==> src/rtl/grf_wb_arbiter.sv <==
// Arbitrates the GRF write port between W-stage writeback and the mult/div result path.
// Define GRF_ARB_STARVE_EN to build the starvation counter, FORCE/HOLD states and hold buffer.
module grf_wb_arbiter #(
  parameter int unsigned STARVE_LIMIT = 4
) (
  input  logic        clk,
  input  logic        reset,
  input  logic        wb_we,
  input  logic [4:0]  wb_addr,
  input  logic [31:0] wb_data,
  input  logic [31:0] wb_pc,
  input  logic        md_valid,
  output logic        md_ready,
  input  logic [4:0]  md_addr,
  input  logic [31:0] md_data,
  input  logic [31:0] md_pc,
  output logic        stall_wb,
  output logic        RegWrite,
  output logic [4:0]  RegAddr,
  output logic [31:0] RegData,
  output logic [31:0] pc
);

  if (STARVE_LIMIT < 1 || STARVE_LIMIT > 15) begin : g_bad_limit
    $error("STARVE_LIMIT must be in 1..15");
  end

`ifdef GRF_ARB_STARVE_EN
  typedef enum logic [1:0] {StIdle, StWait, StForce, StHold} state_e;
  localparam logic [3:0] Limit = 4'(STARVE_LIMIT);

  logic [3:0]  wait_cnt_q, wait_cnt_d;
  logic        hold_valid_q, hold_load;
  logic [4:0]  hold_addr_q;
  logic [31:0] hold_data_q, hold_pc_q;
  logic        force_sel;
`else
  typedef enum logic {StIdle, StWait} state_e;
`endif

  state_e      state_q, state_d;
  logic        wb_req, md_xfer;
  logic        we_d;
  logic [4:0]  addr_d;
  logic [31:0] data_d, pc_d;

  assign wb_req  = wb_we && (wb_addr != 5'd0);
  assign md_xfer = md_valid && md_ready;

`ifdef GRF_ARB_STARVE_EN
  assign force_sel = (state_q == StForce) && md_valid;
  assign stall_wb  = hold_valid_q;
`else
  assign stall_wb  = 1'b0;
`endif

  // Ready is withheld only from a request that actually loses to the W stage.
  always_comb begin
    md_ready = 1'b0;
    if (!reset) begin
`ifdef GRF_ARB_STARVE_EN
      if (hold_valid_q) md_ready = 1'b0;
      else if (force_sel) md_ready = 1'b1;
      else
`endif
      md_ready = !(md_valid && wb_req);
    end
  end

  always_comb begin
    we_d   = 1'b0;
    addr_d = '0;
    data_d = '0;
    pc_d   = '0;
`ifdef GRF_ARB_STARVE_EN
    hold_load = 1'b0;
    if (hold_valid_q) begin
      we_d   = 1'b1;
      addr_d = hold_addr_q;
      data_d = hold_data_q;
      pc_d   = hold_pc_q;
    end else if (force_sel) begin
      hold_load = wb_req;
      if (md_addr != 5'd0) begin
        we_d   = 1'b1;
        addr_d = md_addr;
        data_d = md_data;
        pc_d   = md_pc;
      end
    end else
`endif
    if (wb_req) begin
      we_d   = 1'b1;
      addr_d = wb_addr;
      data_d = wb_data;
      pc_d   = wb_pc;
    end else if (md_valid && (md_addr != 5'd0)) begin
      we_d   = 1'b1;
      addr_d = md_addr;
      data_d = md_data;
      pc_d   = md_pc;
    end
  end

`ifdef GRF_ARB_STARVE_EN
  always_comb begin
    state_d    = state_q;
    wait_cnt_d = wait_cnt_q;
    unique case (state_q)
      StIdle, StWait: begin
        if (!md_valid || md_xfer) begin
          state_d    = StIdle;
          wait_cnt_d = '0;
        end else if ((wait_cnt_q + 4'd1) >= Limit) begin
          state_d    = StForce;
          wait_cnt_d = '0;
        end else begin
          state_d    = StWait;
          wait_cnt_d = wait_cnt_q + 4'd1;
        end
      end
      StForce: state_d = hold_load ? StHold : StIdle;
      StHold:  state_d = StIdle;
      default: state_d = StIdle;
    endcase
  end
`else
  always_comb begin
    state_d = state_q;
    unique case (state_q)
      StIdle, StWait: state_d = (md_valid && !md_xfer) ? StWait : StIdle;
      default:        state_d = StIdle;
    endcase
  end
`endif

  always_ff @(posedge clk) begin
    if (reset) begin
      state_q  <= StIdle;
      RegWrite <= 1'b0;
      RegAddr  <= '0;
      RegData  <= '0;
      pc       <= '0;
    end else begin
      state_q  <= state_d;
      RegWrite <= we_d;
      RegAddr  <= addr_d;
      RegData  <= data_d;
      pc       <= pc_d;
    end
  end

`ifdef GRF_ARB_STARVE_EN
  always_ff @(posedge clk) begin
    if (reset) begin
      wait_cnt_q   <= '0;
      hold_valid_q <= 1'b0;
      hold_addr_q  <= '0;
      hold_data_q  <= '0;
      hold_pc_q    <= '0;
    end else begin
      wait_cnt_q   <= wait_cnt_d;
      hold_valid_q <= hold_load;
      if (hold_load) begin
        hold_addr_q <= wb_addr;
        hold_data_q <= wb_data;
        hold_pc_q   <= wb_pc;
      end
    end
  end
`endif

endmodule

==> config.mk <==
export PLATFORM = sky130hd
export DESIGN_NAME = grf_wb_arbiter
export DESIGN_NICKNAME = d
export VERILOG_FILES = /design/src/rtl/grf_wb_arbiter.sv
export SDC_FILE = /design/constraint.sdc
export NUM_CORES = 1
export LEC_CHECK = 0
export ABC_AREA = 1
export CORE_MARGIN = 2
export CORE_UTILIZATION = 38
export CTS_BUF_LIST = sky130_fd_sc_hd__clkbuf_16
export DETAILED_ROUTE_END_ITERATION = 7
export HOLD_SLACK_MARGIN = 0.1
export PLACE_DENSITY = 0.87
export SLEW_MARGIN = 30
export SYNTH_ARGS = -nofsm -noshare
export SYNTH_HDL_FRONTEND = slang
export SYNTH_SLANG_ARGS = --single-unit
==> constraint.sdc <==
create_clock -name clk -period 1.1 [get_ports clk]
set_input_delay 0.165 -clock clk [delete_from_list [all_inputs] [get_ports clk]]
set_output_delay 0.165 -clock clk [all_outputs]
set_load 0.005 [all_outputs]
==> results.txt, run 1 <==
----------------------------------------------------
[Logic synthesis]
  Largest area contributor in the synthesized netlist ... sky130_fd_sc_hd__dfxtp_1
  Post-Synthesis Net Count ... 685
  Top post-synthesis cells by area ... sky130_fd_sc_hd__dfxtp_1 39%, sky130_fd_sc_hd__nand2_1 15%, sky130_fd_sc_hd__nand3b_1 14%
  Portion of synthesized cell area occupied by the leading cell type ... 39.0%
  Most common library cells after synthesis ... 141 x sky130_fd_sc_hd__nand2_1, 74 x sky130_fd_sc_hd__nor2_1, 71 x sky130_fd_sc_hd__inv_1, 70 x sky130_fd_sc_hd__dfxtp_1
  Mean instance size in the synthesized netlist ... 6.61 µm²
  Synthesis warning total ... 0
  Synthesized instance count ... 543
  Most used DFF post-synth ... sky130_fd_sc_hd__dfxtp_1
  Most numerous cell in the Yosys netlist ... sky130_fd_sc_hd__nand2_1
  Netlist Area Pre-Place ... 3590 µm²
  Number of library cell types mapped by synthesis ... 17
  Share of the yosys chip area belonging to registers ... 39.0%
  Count of state elements after synthesis ... 70
  Async set or reset register ratio after synthesis ... 0%
  Post-synth EDFFs ... 0

[Min path]
  Worst hold-check path type ... input port to register
  Start point of the worst min-delay path ... reset

[Setup path]
  Number of buffer and inverter stages on the critical path ... 1
  Worst-path maximum fanout ... 1
  Kind of critical path ... register to primary output
  Arrival time worst endpoint ... 0.90 ns
  Startpoint of the most critical setup path ... RegAddr[4]
  Critical path capture point type ... primary output
  Cell family with most CP delay ... flip-flops
  Cell depth of the worst setup path ... 1
  Crit path largest cell delay ... 0.30 ns
  Type of element launching the critical path ... register
  Endpoint of the worst setup timing path ... RegAddr[4]
  Worst-path cell with the longest stage delay ... sky130_fd_sc_hd__dfxtp_1
  CP Cell Sequence ... dlygate4sd2_1
  Required time reported for the critical path endpoint ... 0.94 ns

[Route]
  First drt pass iteration count ... 5
  Total via count in the routed design ... 4429
  DR iter-0 viols ... 198
  Total wire length ... 15.3 mm
  Number of antenna-violating nets in the routed design ... 0
  Total DRC errors in the routed layout ... 0
  Wire per inst ... 17.4 µm
  Detail-routed via count per cell ... 5.04

[Global routing]
  Tot GR Track Use ... 29.8%
  Maximum number of pins on one net before global-route repair ... 69
  Initial antenna violation count ... 0
  Global-route wire length before repair ... 23.1 mm
  Total gr overflow ... 0
  Via count of the first global-routing pass ... 4491

[Place]
  Placed Instances ... 835
  Placed wire-length estimate ... 8.37 mm
  Placement Cell Area ... 5770 µm²
  Quantity of I/O buffers inserted on ports ... 212
  Routability-driven placement congestion ratio ... 0.791

[Finish]
  Final std cells w/o fill ... 879
  Layout cell share with drive strength beyond 1 ... 10.3%
  FILL cells ... 748
  Post-layout util ... 73.4%
  Final-stage net count ... 904
  Final instance area ... 6750 µm²
  Synth-to-layout area growth ... 87.9%

[Timing]
  Count of final hold-check violations ... 0
  Crit path time final ... 1.07 ns
  Final Max Slew Viols ... 0
  Post-route worst hold slack ... 0.109 ns
  Achievable Freq ... 937 MHz
  Setup-failing EPs final ... 0
  Fin crit share ... 97.0%

[Clock network]
  Number of buffers between clock root and the deepest sink ... 2
  H-tree levels ... 3
  Clock transition at the registers of the reported paths ... 0.05 ns
  Hold Buf Count CTS ... 0
  Total number of clock tree sinks ... 70
  TritonCTS Buffers ... 9
  Root cell of the clock tree ... sky130_fd_sc_hd__clkbuf_16
  TritonCTS clock tree ... built

[Die]
  Die outline area ... 10200 µm²
  Ports placed on the boundary ... 214
  Die height ... 101 µm
  Initial Utilization ... 39.0%
  Core area ... 9200 µm²
  Chip Width ... 101 µm
  Number of placement rows ... 35

[Power and ir drop]
  Leak Pwr ... 3.59 nW
  Largest voltage drop on the vdd net ... 0.855 mV
  Total power per unit cell area ... 1150 nW/µm²

[Job]
  MaxCap Viol Count ... 0

[Run status]
  Run status ... finished, final reports clean

----------------------------------------------------
-- worst min path at each step --
stage,to,slack [ns],cells after the start
finish,RegAddr[4],0.11,2
global route,RegAddr[4],0.11,2
CTS,RegAddr[2],0.25,5
detailed placement,RegAddr[2],0.60,5
global placement,RegAddr[2],0.60,5
floorplan,RegWrite,0.23,1
-- through the flow --
step	TNS, ns	worst slack, ns	total power, mW
after floorplan	0	0.0935	3.45
after global placement	-51.58	-0.756	4.42
after detailed placement	-54.21	-0.809	4.46
after CTS	-0.0784	-0.0784	7.76
after global routing	-0.00339	-0.00339	8.06
final	0	0.0331	7.75
-- registers in the layout (all words and copies together) (netlist names) --
register / count
RegAddr: 5
RegWrite: 1
RegData: 32
pc: 32
-- power breakdown --
part,internal [mW],switching (mW),leakage [nW]
clock,2.18,1.09,0.167
combinational,1.01,0.703,2.84
sequential,2.72,0.0445,0.582
-- area by class of cell --
class / count / area [µm²] / share of cell area (%)
Antenna cell: 1 / 2.50 / 0.0371
Clock buffer: 9 / 225 / 3.34
Clock inverter: 7 / 105 / 1.56
Inverter: 72 / 270 / 4.01
Multi-Input combinational cell: 356 / 1740 / 25.8
Sequential cell: 70 / 1400 / 20.8
Tap cell: 111 / 139 / 2.06
Timing Repair Buffer: 253 / 2860 / 42.4
-- placed cells by master, fill, tap and decap left out --
cell type                         instances
sky130_fd_sc_hd__clkdlybuf4s50_1        128
sky130_fd_sc_hd__dfxtp_1                 70
sky130_fd_sc_hd__dlymetal6s2s_1           1
sky130_fd_sc_hd__nand3_4                  1
sky130_fd_sc_hd__nor2_1                  70
sky130_fd_sc_hd__diode_2                  1
sky130_fd_sc_hd__clkbuf_2                 3
sky130_fd_sc_hd__inv_2                    5
sky130_fd_sc_hd__bufinv_16                3
sky130_fd_sc_hd__dlygate4sd2_1           71
sky130_fd_sc_hd__buf_12                   8
sky130_fd_sc_hd__nand2_1                141
sky130_fd_sc_hd__inv_1                   69
sky130_fd_sc_hd__nand3b_1                68
sky130_fd_sc_hd__nand3_2                  5
sky130_fd_sc_hd__buf_2                    3
sky130_fd_sc_hd__buf_6                    9
sky130_fd_sc_hd__a22oi_2                  1
sky130_fd_sc_hd__nand3_1                 63
sky130_fd_sc_hd__bufbuf_16                3
sky130_fd_sc_hd__clkinv_1                 2
sky130_fd_sc_hd__buf_16                  16
sky130_fd_sc_hd__nand2_2                  1
sky130_fd_sc_hd__buf_8                    1
sky130_fd_sc_hd__clkdlybuf4s15_1          3
sky130_fd_sc_hd__buf_4                    6
sky130_fd_sc_hd__clkbuf_16               10
sky130_fd_sc_hd__nor2_4                   1
sky130_fd_sc_hd__conb_1                   1
sky130_fd_sc_hd__a21oi_1                  1
sky130_fd_sc_hd__nor2_2                   3
-- cell families (layout without fill, tap and decap cells) --
family | after synthesis | count (layout) | synth area share (%)
AOI/OAI and AO/OA | 2 | 2 | 0.348
and+or+nand+nor | 353 | 353 | 46.6
buffers and inverters | 117 | 341 | 13.9
other | 1 | 2 | 0.104
DFF | 70 | 70 | 39.0
-- routing by layer --
layer | vias to the layer above | wire length (µm) | track usage (%) | part of all wire, %
met1 | 2034 | 5990 | 34.8 | 39
met5 | - | 0 | 0 | 0
met3 | 41 | 1410 | 8.49 | 9.2
met2 | 243 | 7430 | 51.1 | 49
met4 | 0 | 496 | 12.5 | 3.2
li1 | 2111 | - | - | -
-- what timing repair did --
item                       in CTS  in global routing
setup buffers                  10                  0
resized for setup             137                 20
setup endpoints to repair     141                 73
pin swaps                      35                 12
cloned                         17                  1
No activity file was read; power rests on OpenSTA's default activity.
==> run 2: changes to the inputs <==
--- a/config.mk
+++ b/config.mk
@@ -7,11 +7,12 @@
 export LEC_CHECK = 0
 export ABC_AREA = 1
 export CORE_MARGIN = 2
-export CORE_UTILIZATION = 38
+export CORE_UTILIZATION = 35
 export CTS_BUF_LIST = sky130_fd_sc_hd__clkbuf_16
 export DETAILED_ROUTE_END_ITERATION = 7
 export HOLD_SLACK_MARGIN = 0.1
-export PLACE_DENSITY = 0.87
+export PLACE_DENSITY = 0.82
+export SKIP_CTS_REPAIR_TIMING = 1
 export SLEW_MARGIN = 30
 export SYNTH_ARGS = -nofsm -noshare
 export SYNTH_HDL_FRONTEND = slang
==> results.txt, run 2 (synthesis results as in run 1) <==
----------------------------------------------------
[Clock network]
  TritonCTS Buffers ... 9
  Total number of clock tree sinks ... 70
  Root cell of the clock tree ... sky130_fd_sc_hd__clkbuf_16
  Clock transition at the registers of the reported paths ... 0.06 ns
  TritonCTS clock tree ... built
  H-tree levels ... 3
  Number of buffers between clock root and the deepest sink ... 2

[Die]
  Ports placed on the boundary ... 214
  Core area ... 9860 µm²
  Die outline area ... 11100 µm²
  Number of placement rows ... 36
  Die height ... 105 µm
  Initial Utilization ... 36.4%
  Chip Width ... 105 µm

[Finish]
  Synth-to-layout area growth ... 83.5%
  FILL cells ... 823
  Post-layout util ... 66.8%
  Commonest non-fill, non-tap cells in the layout ... 141 x sky130_fd_sc_hd__nand2_1, 128 x sky130_fd_sc_hd__clkdlybuf4s50_1, 77 x sky130_fd_sc_hd__dlymetal6s2s_1, 70 x sky130_fd_sc_hd__dfxtp_1, 70 x sky130_fd_sc_hd__nor2_1
  Layout cell share with drive strength beyond 1 ... 7.73%
  Final-stage net count ... 887
  Top flop regs ... RegData: 32 flops, pc: 32 flops, RegAddr: 5 flops
  Final std cells w/o fill ... 886
  Most common cell after layout, fill and taps aside ... sky130_fd_sc_hd__nand2_1

[Power and ir drop]
  Largest voltage drop on the vdd net ... 0.591 mV
  Total power per unit cell area ... 1180 nW/µm²
  Leak Pwr ... 4.16 nW

[Setup path]
  Kind of critical path ... input port to primary output
  Cell type with the highest occurrence count on the critical path ... sky130_fd_sc_hd__nand2_1
  Crit path largest cell delay ... 0.15 ns
  Worst-path cell with the longest stage delay ... sky130_fd_sc_hd__nor2_2
  Worst-path maximum fanout ... 3
  Required time reported for the critical path endpoint ... 0.94 ns
  Cell depth of the worst setup path ... 9
  Arrival time worst endpoint ... 0.93 ns
  CP Cell Sequence ... clkbuf_2 -> nor2_2 -> nand3_4 -> nand2_4 -> inv_2 -> nand2_1 -> nand2_1 -> inv_1 -> buf_2
  Type of element launching the critical path ... input port
  Number of buffer and inverter stages on the critical path ... 4
  Cell family with most CP delay ... simple AND/OR/NAND/NOR gates
  Critical path capture point type ... primary output

[Timing]
  Fin crit share ... 99.3%
  Count of final hold-check violations ... 0
  Final Max Slew Viols ... 0
  Setup-failing EPs final ... 0
  Least setup slack across all paths after layout ... 0.00785 ns
  Crit path time final ... 1.09 ns
  Achievable Freq ... 916 MHz
  Setup repair after global routing missed its margin ... true

[Place]
  Placed Instances ... 859
  Placed wire-length estimate ... 8.44 mm
  Routability-driven placement congestion ratio ... 0.787
  Setup WS pre-CTS ... -0.747 ns
  Quantity of I/O buffers inserted on ports ... 212

[Job]
  MaxCap Viol Count ... 0

[Route]
  First drt pass iteration count ... 5
  Total DRC errors in the routed layout ... 0
  Wire per inst ... 15.1 µm
  Total wire length ... 13.4 mm
  Total via count in the routed design ... 4179
  DR iter-0 viols ... 214
  Number of antenna-violating nets in the routed design ... 0
  Detail-routed via count per cell ... 4.72

[Global routing]
  Initial antenna violation count ... 3
  Global-route wire length before repair ... 19.4 mm
  Tot GR Track Use ... 21.8%
  Via count of the first global-routing pass ... 3987
  Total gr overflow ... 0
  Maximum number of pins on one net before global-route repair ... 71

[Min path]
  Hold EP ... RegWrite
  Start point of the worst min-delay path ... reset
  Worst hold-check path type ... input port to register
  Hold Crit Depth ... 2

[Run status]
  Run status ... finished, final reports clean

----------------------------------------------------
-- run 2: area by class of cell --
class | count | area, µm² | area share, %
tap | 133 | 166 | 2.53
antenna | 3 | 7.51 | 0.114
timing repair buffer | 236 | 2680 | 40.6
sequential | 70 | 1400 | 21.3
clock buffer | 9 | 225 | 3.42
clock inverter | 7 | 113 | 1.71
multi-input combinational | 356 | 1730 | 26.3
inverter | 72 | 270 | 4.10
-- run 2: metrics by stage --
| stage | cell area [µm²] | TNS (ns) | hold slack (ns) | power, mW |
|---|---|---|---|---|
| 6_report | 6590 | 0 | 0.101 | 7.76 |
| 4_1_cts | 6190 | -41.43 | 0.245 | 7.80 |
| 5_1_grt | 6590 | -0.0377 | 0.0887 | 8.07 |
| 3_3_place_gp | 5850 | -46.77 | 0.579 | 4.44 |
| 2_1_floorplan | 3590 | 0 | 0.234 | 3.45 |
| 3_5_place_dp | 5850 | -50.54 | 0.584 | 4.47 |
-- run 2: metal layers --
layer  part of all wire (%)  GRT usage (%)  wire (µm)  vias up
met2                     50           37.5       6660      194
li1                       -              -          -     2068
met5                      0              0          0        -
met4                    2.7           10.5        364        0
met1                     41           25.5       5440     1890
met3                    7.0           4.70        936       27
-- run 2: power breakdown --
part / internal, mW / switching [mW] / leakage, nW
logic: 1.02 / 0.661 / 3.41
clock network: 2.20 / 1.12 / 0.165
registers: 2.71 / 0.0424 / 0.582
-- run 2: worst max-delay path by stage --
stage | startpoint | end | slack, ns
floorplan | wb_addr[2] | md_ready | 0.09
global placement | wb_addr[0] | md_ready | -0.72
detailed placement | wb_addr[2] | RegData[19] | -0.75
CTS | wb_addr[0] | md_ready | -0.71
global route | wb_addr[3] | md_ready | -0.04
finish | wb_addr[3] | md_ready | 0.008
